File: src/rtl/gh_ctrl_pkg.sv
// Shared definitions for the multicycle processor control unit.
//   state_e        : 4-bit FSM state encoding (also exported on the debug port)
//   OP_*           : 3-bit instruction opcodes
//   SRCB_*         : ALU operand-B select encodings
//   PCSRC_*        : next-PC source select encodings
//   ALUOP_*        : ALU-decoder class encodings
package gh_ctrl_pkg;

    typedef enum logic [3:0] {
        S_FETCH   = 4'd0,
        S_DECODE  = 4'd1,
        S_MEMADR  = 4'd2,
        S_MEMRD   = 4'd3,
        S_MEMWB   = 4'd4,
        S_MEMWR   = 4'd5,
        S_EXEC    = 4'd6,
        S_ALUWB   = 4'd7,
        S_ADDIEX  = 4'd8,
        S_ADDIWB  = 4'd9,
        S_BRANCH  = 4'd10,
        S_JUMP    = 4'd11,
        S_ILLEGAL = 4'd12
    } state_e;

    localparam logic [2:0] OP_RTYPE = 3'b000;
    localparam logic [2:0] OP_LW    = 3'b001;
    localparam logic [2:0] OP_SW    = 3'b010;
    localparam logic [2:0] OP_ADDI  = 3'b011;
    localparam logic [2:0] OP_BGT   = 3'b100;
    localparam logic [2:0] OP_BEQ   = 3'b101;
    localparam logic [2:0] OP_J     = 3'b110;
    localparam logic [2:0] OP_JAL   = 3'b111;

    localparam logic [1:0] SRCB_REG   = 2'b00;  // register B
    localparam logic [1:0] SRCB_FOUR  = 2'b01;  // constant 4 (PC increment)
    localparam logic [1:0] SRCB_IMM   = 2'b10;  // sign-extended immediate
    localparam logic [1:0] SRCB_BRIMM = 2'b11;  // immediate << 2 (branch target)

    localparam logic [1:0] PCSRC_ALU  = 2'b00;  // ALU result
    localparam logic [1:0] PCSRC_BR   = 2'b01;  // registered branch target
    localparam logic [1:0] PCSRC_JUMP = 2'b10;  // jump target

    localparam logic [1:0] ALUOP_ADD   = 2'b00;
    localparam logic [1:0] ALUOP_SUB   = 2'b01;
    localparam logic [1:0] ALUOP_FUNCT = 2'b10;
    localparam logic [1:0] ALUOP_GT    = 2'b11;

endpackage

File: src/rtl/ctrl_outdec.sv
// Combinational decode of FSM state to datapath controls.
// Outputs depend only on the registered state (plus the branch/jump flavour
// flags captured in DECODE); the sole exceptions are the FETCH write strobes,
// which are qualified by mem_ready, and the reset override of all write
// strobes.
// Ports:
//   state            : current FSM state
//   is_bgt, is_jal   : registered instruction flavour for BRANCH / JUMP
//   mem_ready, reset : strobe qualifiers
//   remaining outputs: datapath strobes and selects
// Macro MULTICYCLE_CTRL_BGT_EN: when undefined branch_gt is tied to 0.
module ctrl_outdec
    import gh_ctrl_pkg::*;
(
    input  state_e     state,
    input  logic       is_bgt,
    input  logic       is_jal,
    input  logic       mem_ready,
    input  logic       reset,
    output logic       mem_req,
    output logic       iord,
    output logic       irwrite,
    output logic       pcwrite,
    output logic       memwrite,
    output logic       regwrite,
    output logic       memtoreg,
    output logic       regdst,
    output logic       alusrca,
    output logic       branch,
    output logic       branch_gt,
    output logic       link,
    output logic       illegal,
    output logic [1:0] alusrcb,
    output logic [1:0] pcsrc,
    output logic [1:0] aluop
);

`ifndef MULTICYCLE_CTRL_BGT_EN
    logic unused_is_bgt;
    assign unused_is_bgt = is_bgt;
`endif

    always_comb begin
        mem_req   = 1'b0;
        iord      = 1'b0;
        irwrite   = 1'b0;
        pcwrite   = 1'b0;
        memwrite  = 1'b0;
        regwrite  = 1'b0;
        memtoreg  = 1'b0;
        regdst    = 1'b0;
        alusrca   = 1'b0;
        branch    = 1'b0;
        branch_gt = 1'b0;
        link      = 1'b0;
        illegal   = 1'b0;
        alusrcb   = SRCB_REG;
        pcsrc     = PCSRC_ALU;
        aluop     = ALUOP_ADD;

        unique case (state)
            S_FETCH: begin
                mem_req = 1'b1;
                alusrcb = SRCB_FOUR;
                // Latch the instruction and advance PC only on the cycle
                // memory actually delivers it.
                irwrite = mem_ready;
                pcwrite = mem_ready;
            end
            S_DECODE: begin
                alusrcb = SRCB_BRIMM;
            end
            S_MEMADR: begin
                alusrca = 1'b1;
                alusrcb = SRCB_IMM;
            end
            S_MEMRD: begin
                iord    = 1'b1;
                mem_req = 1'b1;
            end
            S_MEMWB: begin
                memtoreg = 1'b1;
                regwrite = 1'b1;
            end
            S_MEMWR: begin
                // Write held for the whole access, wait cycles included.
                iord     = 1'b1;
                mem_req  = 1'b1;
                memwrite = 1'b1;
            end
            S_EXEC: begin
                alusrca = 1'b1;
                aluop   = ALUOP_FUNCT;
            end
            S_ALUWB: begin
                regdst   = 1'b1;
                regwrite = 1'b1;
            end
            S_ADDIEX: begin
                alusrca = 1'b1;
                alusrcb = SRCB_IMM;
            end
            S_ADDIWB: begin
                regwrite = 1'b1;
            end
            S_BRANCH: begin
                alusrca = 1'b1;
                branch  = 1'b1;
                pcsrc   = PCSRC_BR;
`ifdef MULTICYCLE_CTRL_BGT_EN
                if (is_bgt) begin
                    aluop     = ALUOP_GT;
                    branch_gt = 1'b1;
                end else begin
                    aluop     = ALUOP_SUB;
                end
`else
                aluop   = ALUOP_SUB;
`endif
            end
            S_JUMP: begin
                pcsrc   = PCSRC_JUMP;
                pcwrite = 1'b1;
                if (is_jal) begin
                    link     = 1'b1;
                    regwrite = 1'b1;
                end
            end
            S_ILLEGAL: begin
                illegal = 1'b1;
            end
            default: ;
        endcase

        // Architectural writes are suppressed for as long as reset is held.
        if (reset) begin
            irwrite  = 1'b0;
            pcwrite  = 1'b0;
            memwrite = 1'b0;
            regwrite = 1'b0;
        end
    end

endmodule

File: src/rtl/multicycle_ctrl.sv
// Multicycle processor control unit: Moore FSM sequencing fetch, decode,
// execute, memory and writeback for an 8-opcode ISA.
// Ports:
//   clk, reset (sync, active-high), op (opcode), mem_ready (access done)
//   mem_req, iord, irwrite, pcwrite, memwrite, regwrite, memtoreg, regdst,
//   alusrca, branch, branch_gt, link, illegal : 1-bit strobes/selects
//   alusrcb, pcsrc, aluop : 2-bit selects
//   state : current FSM state (debug)
// Macro MULTICYCLE_CTRL_BGT_EN: defined -> op=100 executes as BGT;
// undefined -> op=100 traps through the ILLEGAL state.
module multicycle_ctrl
    import gh_ctrl_pkg::*;
(
    input  logic       clk,
    input  logic       reset,
    input  logic [2:0] op,
    input  logic       mem_ready,
    output logic       mem_req,
    output logic       iord,
    output logic       irwrite,
    output logic       pcwrite,
    output logic       memwrite,
    output logic       regwrite,
    output logic       memtoreg,
    output logic       regdst,
    output logic       alusrca,
    output logic       branch,
    output logic       branch_gt,
    output logic       link,
    output logic       illegal,
    output logic [1:0] alusrcb,
    output logic [1:0] pcsrc,
    output logic [1:0] aluop,
    output logic [3:0] state
);

    state_e state_q, state_d;
    // Branch/jump flavour captured in DECODE so BRANCH/JUMP never look at op.
    logic   is_bgt_q, is_bgt_d;
    logic   is_jal_q, is_jal_d;

    always_comb begin
        state_d  = state_q;
        is_bgt_d = is_bgt_q;
        is_jal_d = is_jal_q;

        unique case (state_q)
            S_FETCH: begin
                if (mem_ready) state_d = S_DECODE;
            end
            S_DECODE: begin
                is_bgt_d = (op == OP_BGT);
                is_jal_d = (op == OP_JAL);
                unique case (op)
                    OP_RTYPE:       state_d = S_EXEC;
                    OP_LW, OP_SW:   state_d = S_MEMADR;
                    OP_ADDI:        state_d = S_ADDIEX;
                    OP_BEQ:         state_d = S_BRANCH;
`ifdef MULTICYCLE_CTRL_BGT_EN
                    OP_BGT:         state_d = S_BRANCH;
`else
                    OP_BGT:         state_d = S_ILLEGAL;
`endif
                    OP_J, OP_JAL:   state_d = S_JUMP;
                    default:        state_d = S_ILLEGAL;
                endcase
            end
            S_MEMADR: begin
                state_d = (op == OP_SW) ? S_MEMWR : S_MEMRD;
            end
            S_MEMRD: begin
                if (mem_ready) state_d = S_MEMWB;
            end
            S_MEMWR: begin
                if (mem_ready) state_d = S_FETCH;
            end
            S_EXEC:    state_d = S_ALUWB;
            S_ADDIEX:  state_d = S_ADDIWB;
            S_MEMWB,
            S_ALUWB,
            S_ADDIWB,
            S_BRANCH,
            S_JUMP,
            S_ILLEGAL: state_d = S_FETCH;
            default:   state_d = S_FETCH;
        endcase
    end

    always_ff @(posedge clk) begin
        if (reset) begin
            state_q  <= S_FETCH;
            is_bgt_q <= 1'b0;
            is_jal_q <= 1'b0;
        end else begin
            state_q  <= state_d;
            is_bgt_q <= is_bgt_d;
            is_jal_q <= is_jal_d;
        end
    end

    assign state = state_q;

    ctrl_outdec u_outdec (
        .state     (state_q),
        .is_bgt    (is_bgt_q),
        .is_jal    (is_jal_q),
        .mem_ready (mem_ready),
        .reset     (reset),
        .mem_req   (mem_req),
        .iord      (iord),
        .irwrite   (irwrite),
        .pcwrite   (pcwrite),
        .memwrite  (memwrite),
        .regwrite  (regwrite),
        .memtoreg  (memtoreg),
        .regdst    (regdst),
        .alusrca   (alusrca),
        .branch    (branch),
        .branch_gt (branch_gt),
        .link      (link),
        .illegal   (illegal),
        .alusrcb   (alusrcb),
        .pcsrc     (pcsrc),
        .aluop     (aluop)
    );

endmodule
File: config.mk
export PLATFORM = sky130hd
export DESIGN_NAME = multicycle_ctrl
export DESIGN_NICKNAME = d
export VERILOG_FILES = /design/src/rtl/gh_ctrl_pkg.sv /design/src/rtl/ctrl_outdec.sv /design/src/rtl/multicycle_ctrl.sv
export SDC_FILE = /design/constraint.sdc
export NUM_CORES = 1
export LEC_CHECK = 0
export CAP_MARGIN = 15
export CORE_UTILIZATION = 42
export DETAILED_ROUTE_END_ITERATION = 10
export GPL_ROUTABILITY_DRIVEN = 1
export PLACE_DENSITY_LB_ADDON = 0.12
export SYNTH_ARGS = -nofsm -noshare
export SYNTH_HDL_FRONTEND = slang
export SYNTH_HIERARCHICAL = 1
export SYNTH_SLANG_ARGS = --single-unit
File: constraint.sdc
create_clock -name clk -period 1.85 [get_ports clk]
set_clock_uncertainty 0.1 [all_clocks]
set_input_delay 0.37 -clock clk [delete_from_list [all_inputs] [get_ports clk]]
set_output_delay 0.37 -clock clk [all_outputs]
set_load 0.05 [all_outputs]
==> results of run 1 <==
[timing repair]
| item | 4_1_cts |
|---|---|
| endpoints found under the setup margin | 12 |
| pin swaps | 4 |
| setup buffers | 16 |
| gates resized for setup | 8 |
| hold buffers | 0 |
[per-stage QoR]
step / hold WS, ps / instances / utilization / instance area (um2) / setup TNS [ps]
after floorplan: 329 / 90 / - / 822 / 0
after global placement: 376 / 131 / 0.858 / 1290 / -316
after detailed placement: 382 / 131 / 0.858 / 1290 / -527
after CTS: 427 / 151 / 0.983 / 1480 / 0
==> out/qor.csv, run 1 <==
stage,metric,value,unit
cts,cts-root-buf,clkbuf_4,
place,pre_cts_slack,-249,ps
outcome,failed_stage,global routing,
place,io_buffers,27,
yosys,synthCells,90,
grt,grt_max_degree,14,
yosys,syn_area_per_cell,7.52,um2
outcome,first-error,"[ERROR DPL-0038] Utilization greater than 100%, impossible to legalize",
place,gp_congestion,0.809,
die,rows,14,
timing,grt_worst_setup_endpoint,pcwrite,
cts,clock_path_buffers,2,
cts,h-tree-depth,1,
timing,worstEndpointType,top-level output,
die,ios,29,
cts,cts_buffers,3,
place,dpl.hpwl,1500,um
die,start_util,0.449,
die,dieWidth,42.1,um
die,dieHeight,42.1,um
yosys,ys.warnings.count,6,
yosys,syn_nets,96,
yosys,synthesis.area,677,um2
outcome,status,stopped before the end,
==> run 2: changes to the inputs <==
CORE_AREA = 2 2 63 65   (was not set)
CORE_UTILIZATION = not set   (was 42)
DIE_AREA = 0 0 65 67   (was not set)
PLACE_DENSITY_LB_ADDON = 0.15   (was 0.12)
==> out/qor.csv, run 2 <==
stage,metric,value,unit,change
outcome,status,finished clean,,was stopped before the end
setup_path,r2r_cells,5,,
yosys,syn_area_per_cell,7.52,um2,unchanged
finish,final_area,1510,um2,
routing,dr.pass1.iters,4,,
power,switching_share,0.431,,
routing,drc,0,,
finish,syn2layout_area_growth,123,%,
grt,grt_usage,0.103,,
timing,rsz0062_at_grt,yes,,
min_path,min_to,is_jal_q,,
cts,cts_sinks,5,,
timing,finalSetupViolCount,0,,
finish,drive_above_1_share,0.543,,
finish,layout_commonest_cell,buf_12,,
cts,cts_buffers,3,,unchanged
cts,h-tree-depth,1,,unchanged
yosys,ys.warnings.count,6,,unchanged
setup_path,critPathMaxFanout,10,,
die,dieWidth,65,um,was 42.1 um
timing,drv_slew,0,,
finish,multi_input_area,639,um2,
min_path,min_path_type,flip-flop to flip-flop,,
power,p_leak,0.000531,uW,
setup_path,timing.rr.end,state[2],,
finish,layout_common_cells,"buf_12 (25), buf_4 (13), nor2_1 (7), nand2_1 (7)",,
cts,cts_tree,built,,
finish,final_util,0.418,,
timing,finalHoldViolCount,0,,
power,p_int,641,uW,
timing,period_minus_slack,1790,ps,
run,drv_cap,0,,
yosys,synthCells,90,,unchanged
die,ios,29,,unchanged
grt,grt_max_degree,15,,
routing,wl_per_cell,11.8,um,
place,io_buffers,27,,unchanged
grt,grt_pass1_wl,3440,um,
setup_path,critPathLaunchType,flip-flop,,
routing,drt-initial-drc-count,11,,
setup_path,r2r_start,state[3],,
min_path,hp-start,is_jal_q,,
setup_path,end_kind,primary output,,
setup_path,critPathArrivalTime,1320,ps,
power,power.density,747,nW/um2,
place,gp_congestion,0.806,,was 0.809
place,placedInstanceArea,1370,um2,was 1290 um2
power,switchingPower,485,uW,
routing,vias,766,,
finish,n_fill_cell,375,,
cts,clkTransAtPathRegs,40,ps,
setup_path,required,1380,ps,
die,dieArea,4360,um2,
setup_path,ff2ff_setup_slack,390,ps,
setup_path,crit_type,flip-flop to primary output,,
die,start_util,0.188,,was 0.449
timing,fin_crit_sh,0.969,,
finish,regArea,115,um2,
routing,ant_nets,0,,
finish,fin_nets,134,,
routing,routed_via_density,4.38,,
timing,max_freq,558,MHz,
timing,worst_slack,57.4,ps,
routing,wirelength,2060,um,
grt,antenna_found_initial,0,,
power,share_comb_of_total_power,0.681,,
place,pre_cts_slack,-163,ps,was -249 ps
finish,largest_reg_flops,4,,
die,dieHeight,67,um,was 42.1 um
power,vdd.ir_drop.worst,294,uV,
power,clkPwrFrac,0.177,,
cts,clock_path_buffers,2,,unchanged
die,rows,22,,was 14
power,seq_power_share,0.142,,
grt,grt_pass1_vias,711,,
cts,cts-root-buf,clkbuf_8,,was clkbuf_4
cts,clk_latency,220,ps,
min_path,holdPathStages,2,,
yosys,syn_nets,96,,unchanged
die,core,3610,um2,
place,dpl.hpwl,1550,um,was 1500 um
cts,hold_buffers,0,,unchanged
finish,antennaDiodeCount,0,,
grt,grt-ovfl-total,0,,
yosys,synthesis.area,677,um2,unchanged
-- run 2: what timing repair did --
action / in CTS / in global routing
buffers inserted: 5 / 2
cloned: 0 / 0
gates resized for setup: 7 / 3
setup endpoints to repair: 7 / 4
pin swaps: 4 / 1
-- run 2: cell type report --
type,instances,area share
clock buffer,4,0.0299
inverter,1,0.00249
multi-input combinational,74,0.424
sequential,5,0.0763
tap,48,0.0398
timing repair buffer,43,0.428
-- run 2: critical path, stage by stage, from the launching register on --
cell and delay [ps]:
dfxtp_4 410, or2b_1 300, nor2_4 230, buf_12 170
-- run 2: stage by stage --
stage / setup TNS [ps] / instances / total power, uW / hold WS [ps]
2_1_floorplan: 0 / 90 / 598 / 329
3_3_place_gp: -403 / 164 / 868 / 381
3_5_place_dp: -388 / 164 / 872 / 387
4_1_cts: 0 / 173 / 1120 / 391
5_1_grt: -25.5 / 175 / 1190 / 404
6_report: 0 / 175 / 1130 / 388
-- run 2: how the worst max path moves through the flow --
| stage | start | slack, ps | endpoint |
|---|---|---|---|
| 2_1_floorplan | state[2] | 0.6 | aluop[0] |
| 3_3_place_gp | mem_ready | -170 | pcwrite |
| 3_5_place_dp | mem_ready | -160 | pcwrite |
| 4_1_cts | state[0] | 10 | alusrcb[1] |
| 5_1_grt | state[1] | -20 | pcwrite |
| 6_report | state[3] | 60 | aluop[0] |
-- run 2: layer usage --
layer	GRT usage	share of wire	up-vias
met5	0	0	-
met4	0.0399	0	0
met3	0.0253	0.056	0
met2	0.162	0.50	24
met1	0.133	0.44	351
li1	-	-	391
-- run 2: power groups by stage --
stage	Sequential, uW	Clock [uW]	Combinational (uW)
finish	160	200	767
global route	164	216	811
CTS	165	207	752
detailed placement	179	0	693
global placement	179	0	689
floorplan	186	0	412
Note: power is estimated with default switching activity, not from simulation.
==> run 3: changes to the inputs <==
ABC_CLOCK_PERIOD_IN_PS = 1850   (was not set)
SETUP_SLACK_MARGIN = 0.15   (was not set)
==> out/qor.csv, run 3 (synthesis gave the netlist of run 2 again) <==
stage,metric,value,unit,change
cts,clk_latency,220,ps,about the same
routing,vias,806,,was 766
setup_path,path_delay_family,flip-flops,,was simple AND/OR/NAND/NOR gates
finish,final_cells,182,,was 175
routing,wirelength,2180,um,was 2060 um
power,power.density,728,nW/um2,was 747 nW/um2
timing,period_minus_slack,1790,ps,about the same
grt,grt_max_degree,14,,was 15
die,start_util,0.188,,unchanged
timing,tns,0,ps,unchanged
die,dieArea,4360,um2,unchanged
power,power,1180,uW,was 1130 uW
finish,layout_commonest_cell,buf_12,,unchanged
setup_path,end_kind,primary output,,unchanged
routing,ant_nets,0,,unchanged
finish,fin_nets,141,,was 134
cts,hold_buffers,0,,unchanged
finish,largest_reg_flops,4,,unchanged
setup_path,critPathArrivalTime,1320,ps,about the same
setup_path,critPathLaunchType,flip-flop,,unchanged
finish,syn2layout_area_growth,139,%,was 123%
finish,drive_above_1_share,0.582,,was 0.543
grt,antenna_found_initial,0,,unchanged
power,p_leak,0.000585,uW,was 0.000531 uW
timing,fin_crit_sh,0.970,,was 0.969
setup_path,r2r_start,state[2],,was state[3]
finish,layout_common_cells,"buf_12 (25), buf_4 (15), nor2_1 (8), nand2_1 (8), buf_6 (5)",,"was buf_12 (25), buf_4 (13), nor2_1 (7), nand2_1 (7)"
min_path,hp-start,is_jal_q,,unchanged
routing,drt-initial-drc-count,23,,was 11
finish,antennaDiodeCount,0,,unchanged
grt,grt-ovfl-total,0,,unchanged
grt,grt_pass1_wl,3690,um,was 3440 um
place,gp_congestion,0.839,,was 0.806
routing,dr.pass1.iters,4,,unchanged
setup_path,cp_cell_sequence,"nor2b_1, o211ai_1, a21oi_4, buf_12",,"was or2b_1, nor2_4, buf_12"
run,drv_cap,0,,unchanged
outcome,status,finished clean,,unchanged
die,ios,29,,unchanged
timing,finalHoldViolCount,0,,unchanged
min_path,min_path_type,flip-flop to flip-flop,,unchanged
min_path,holdPathStages,2,,unchanged
setup_path,required,1380,ps,about the same
die,dieWidth,65,um,unchanged
cts,cts_buffers,3,,unchanged
timing,rsz0062_at_grt,yes,,unchanged
setup_path,ff2ff_setup_slack,340,ps,was 390 ps
place,io_buffers,27,,unchanged
power,vdd.ir_drop.worst,449,uV,was 294 uV
setup_path,timing.rr.end,state[0],,was state[2]
cts,h-tree-depth,1,,unchanged
die,dieHeight,67,um,unchanged
die,core,3610,um2,unchanged
routing,drc,0,,unchanged
setup_path,critPathMaxFanout,7,,was 10
min_path,min_to,is_jal_q,,unchanged
cts,clkTransAtPathRegs,30,ps,was 40 ps
timing,finalSetupViolCount,0,,unchanged
timing,drv_slew,0,,unchanged
timing,max_freq,558,MHz,about the same
setup_path,r2r_cells,5,,unchanged
grt,grt_pass1_vias,751,,was 711
cts,cts-root-buf,clkbuf_8,,unchanged
die,rows,22,,unchanged
cts,cts_sinks,5,,unchanged
setup_path,cp_slowest_cell,dfxtp_4,,unchanged
grt,grt_usage,0.110,,was 0.103
setup_path,max_stage_delay,400,ps,was 410 ps
cts,cts_tree,built,,unchanged
place,dpl.hpwl,1600,um,was 1550 um
setup_path,cp.buffers_inverters,1,,unchanged
place,place_inst,165,,was 164
setup_path,crit_type,flip-flop to primary output,,unchanged
cts,clock_path_buffers,2,,unchanged
routing,routed_via_density,4.43,,was 4.38
routing,wl_per_cell,12.0,um,was 11.8 um
[run 3: layer usage]
metal / GRT usage / share of wire / vias to the layer above
li1: - / - / 412
met1: 0.137 / 0.42 / 369
met2: 0.189 / 0.52 / 25
met3: 0.0355 / 0.059 / 0
met4: 0.0160 / 0 / 0
met5: 0 / 0 / -
[run 3: worst min-delay path, stage by stage, from the launching register on]
cell and delay [ps]:
dfxtp_1 320, nand2b_1 80, a21oi_1 50
[run 3: final cells by class]
cell class                 count  area (um2)
sequential                     5         115
multi-input combinational     74         677
inverter                       1        3.75
tap                           48        60.1
fill                         358        1990
clock buffer                   4        45.0
timing repair buffer          50         718
[run 3: worst max-delay path by stage]
stage	startpoint	endpoint	slack, ps	cells past startpoint
floorplan	state[2]	aluop[0]	-2	4
global placement	mem_ready	pcwrite	-170	5
detailed placement	mem_ready	pcwrite	-170	5
CTS	state[1]	regwrite	60	4
global route	state[0]	pcwrite	-5	4
finish	state[3]	regwrite	60	4
[run 3: what timing repair did]
item / in CTS / in global routing
setup buffers: 9 / 4
pin swaps: 5 / 4
resized for setup: 9 / 7
setup endpoints to repair: 16 / 15
[run 3: where the power goes]
group          switching, uW  leakage, uW  internal (uW)  total (uW)
Sequential              44.4    0.0000437            123         167
Clock                   50.5    0.0000228            148         198
Combinational            406     0.000519            408         814
[run 3: stage by stage]
| step | hold slack [ps] | cell area [um2] | util | setup slack, ps |
|---|---|---|---|---|
| global placement | 396 | 1410 | 0.391 | -166 |
| detailed placement | 404 | 1410 | 0.391 | -169 |
| global route | 433 | 1620 | 0.449 | -5.42 |
| CTS | 407 | 1560 | 0.432 | 55.9 |
| finish | 404 | 1620 | 0.449 | 56.3 |
| floorplan | 329 | 880 | - | -2.32 |
==> run 4: changes to the inputs <==
ABC_CLOCK_PERIOD_IN_PS = 1450   (was 1850)
clock period = 1.45 ns   (was 1.85 ns; I/O delays follow)
==> out/qor.csv, run 4 (synthesis gave the netlist of run 2 again) <==
stage,metric,value,unit,change
outcome,status,finished with violations,,was finished clean
outcome,failed_checks,negative setup slack,,
place,dpl.hpwl,1830,um,was 1600 um
timing,worst_slack,-341,ps,was 56.3 ps
setup_path,required,1060,ps,was 1380 ps
timing,tns,-5080,ps,was 0 ps
setup_path,end_kind,primary output,,unchanged
power,power,1860,uW,was 1180 uW
timing,finalSetupViolCount,25,,was 0
setup_path,critPathArrivalTime,1400,ps,was 1320 ps
grt,busiest_layer,met2,,unchanged
grt,grt_usage,0.140,,was 0.110
cts,cts_tree,built,,unchanged
cts,h-tree-depth,1,,unchanged
routing,drt-initial-drc-count,23,,unchanged
routing,vias,922,,was 806
grt,use_met3,0.0422,,was 0.0355
timing,holdWs,434,ps,was 404 ps
setup_path,cp-startpoint,state[0],,was state[3]
power,p_leak,0.000791,uW,was 0.000585 uW
die,ios,29,,unchanged
grt,grt_max_degree,13,,was 14
routing,dr.pass1.iters,4,,unchanged
routing,routed_via_density,4.48,,was 4.43
setup_path,crit_type,flip-flop to primary output,,unchanged
setup_path,critPathMaxFanout,4,,was 7
setup_path,r2r_start,state[2],,unchanged
finish,drive_above_1_share,0.753,,was 0.582
routing,ant_nets,0,,unchanged
die,core,3610,um2,unchanged
cts,clock_path_buffers,2,,unchanged
timing,max_freq,558,MHz,
power,power.density,877,nW/um2,was 728 nW/um2
die,rows,22,,unchanged
min_path,hp-start,reset,,was is_jal_q
cts,clk_latency,230,ps,was 220 ps
setup_path,crit_end,pcwrite,,was regwrite
setup_path,timing.rr.end,state[2],,was state[0]
finish,fin_nets,165,,was 141
finish,layout_commonest_cell,buf_12,,unchanged
die,dieHeight,67,um,unchanged
cts,cts_buffers,3,,unchanged
routing,wl_per_cell,13.5,um,was 12.0 um
routing,drc,0,,unchanged
place,io_buffers,27,,unchanged
run,drv_cap,0,,unchanged
cts,cts-root-buf,clkbuf_8,,unchanged
power,vdd.ir_drop.worst,382,uV,was 449 uV
die,dieArea,4360,um2,unchanged
finish,layout_common_cells,"buf_12 (30), buf_6 (23), buf_4 (11), nor2_1 (6), nor2_4 (6)",,"was buf_12 (25), buf_4 (15), nor2_1 (8), nand2_1 (8), buf_6 (5)"
finish,antennaDiodeCount,0,,unchanged
min_path,min_path_type,primary input to flip-flop,,was flip-flop to flip-flop
routing,wirelength,2790,um,was 2180 um
setup_path,r2r_cells,8,,was 5
grt,grt_pass1_wl,4570,um,was 3690 um
timing,period_minus_slack,1790,ps,
grt,grt_pass1_vias,938,,was 751
grt,antenna_found_initial,0,,unchanged
grt,grt_util_met2,0.254,,was 0.189
timing,drv_slew,0,,unchanged
cts,cts_sinks,5,,unchanged
timing,finalHoldViolCount,0,,unchanged
grt,grt-ovfl-total,0,,unchanged
cts,hold_buffers,0,,unchanged
grt,grt_util_met1,0.149,,was 0.137
timing,fin_crit_sh,1.24,,
finish,syn2layout_area_growth,213,%,was 139%
cts,clkTransAtPathRegs,40,ps,was 30 ps
finish,largest_reg_flops,4,,unchanged
setup_path,ff2ff_setup_slack,-190,ps,was 340 ps
die,dieWidth,65,um,unchanged
timing,rsz0062_at_grt,yes,,unchanged
die,start_util,0.188,,unchanged
place,gp_congestion,0.803,,was 0.839
setup_path,critPathLaunchType,flip-flop,,unchanged
[run 4: cell count changes in the layout (fill, tap and decap cells not counted), moves of 3 or more]
cell	change
buf_8	+3
nand2_1	-3
buf_4	-4
nor2_4	+4
buf_6	+18
buf_12	+5
[run 4: how the worst min path moves through the flow]
stage | end | slack [ps] | depth (start not counted)
floorplan | state[1] | 250 | 1
global placement | is_jal_q | 500 | 3
CTS | state[1] | 440 | 3
global route | state[1] | 450 | 3
finish | state[1] | 430 | 3
detailed placement | is_jal_q | 510 | 3
[run 4: area by class of cell]
class,instances,area [um2]
Fill cell,296,1490
Tap cell,48,60.1
Multi-Input combinational cell,74,802
Clock buffer,4,45.0
Inverter,1,6.26
Timing Repair Buffer,74,1090
Sequential cell,5,115
[run 4: metrics by stage]
stage	std cells	cell area (um2)	utilization	setup WS, ps
6_report	206	2120	0.587	-341
5_1_grt	206	2120	0.587	-406
4_1_cts	201	2010	0.556	-312
3_5_place_dp	180	1600	0.443	-393
3_3_place_gp	180	1600	0.443	-400
2_1_floorplan	90	917	-	-320
[run 4: per-layer routing]
layer	routed length [um]	up-vias	share of wire
li1	-	454	-
met1	1070	438	0.39
met2	1530	24	0.55
met3	129	6	0.046
met4	50	0	0.018
met5	0	-	0
[run 4: critical path, cell delays in order, from the launching register on]
cell and delay, ps:
dfxtp_4 360, buf_12 130, nor4b_4 260, a21oi_2 80, nor3_4 170, buf_12 170
[run 4: where the power goes]
| group | internal, uW | total [uW] | switching [uW] |
|---|---|---|---|
| Sequential | 157 | 195 | 38.5 |
| Clock | 189 | 267 | 77.5 |
| Combinational | 756 | 1400 | 640 |
[run 4: repair_timing]
item	in CTS	in global routing
cloned	2	0
pin swaps	19	13
resized for setup	46	17
endpoints found under the hold margin	0	0
endpoints found under the setup margin	27	27
buffers inserted	15	5
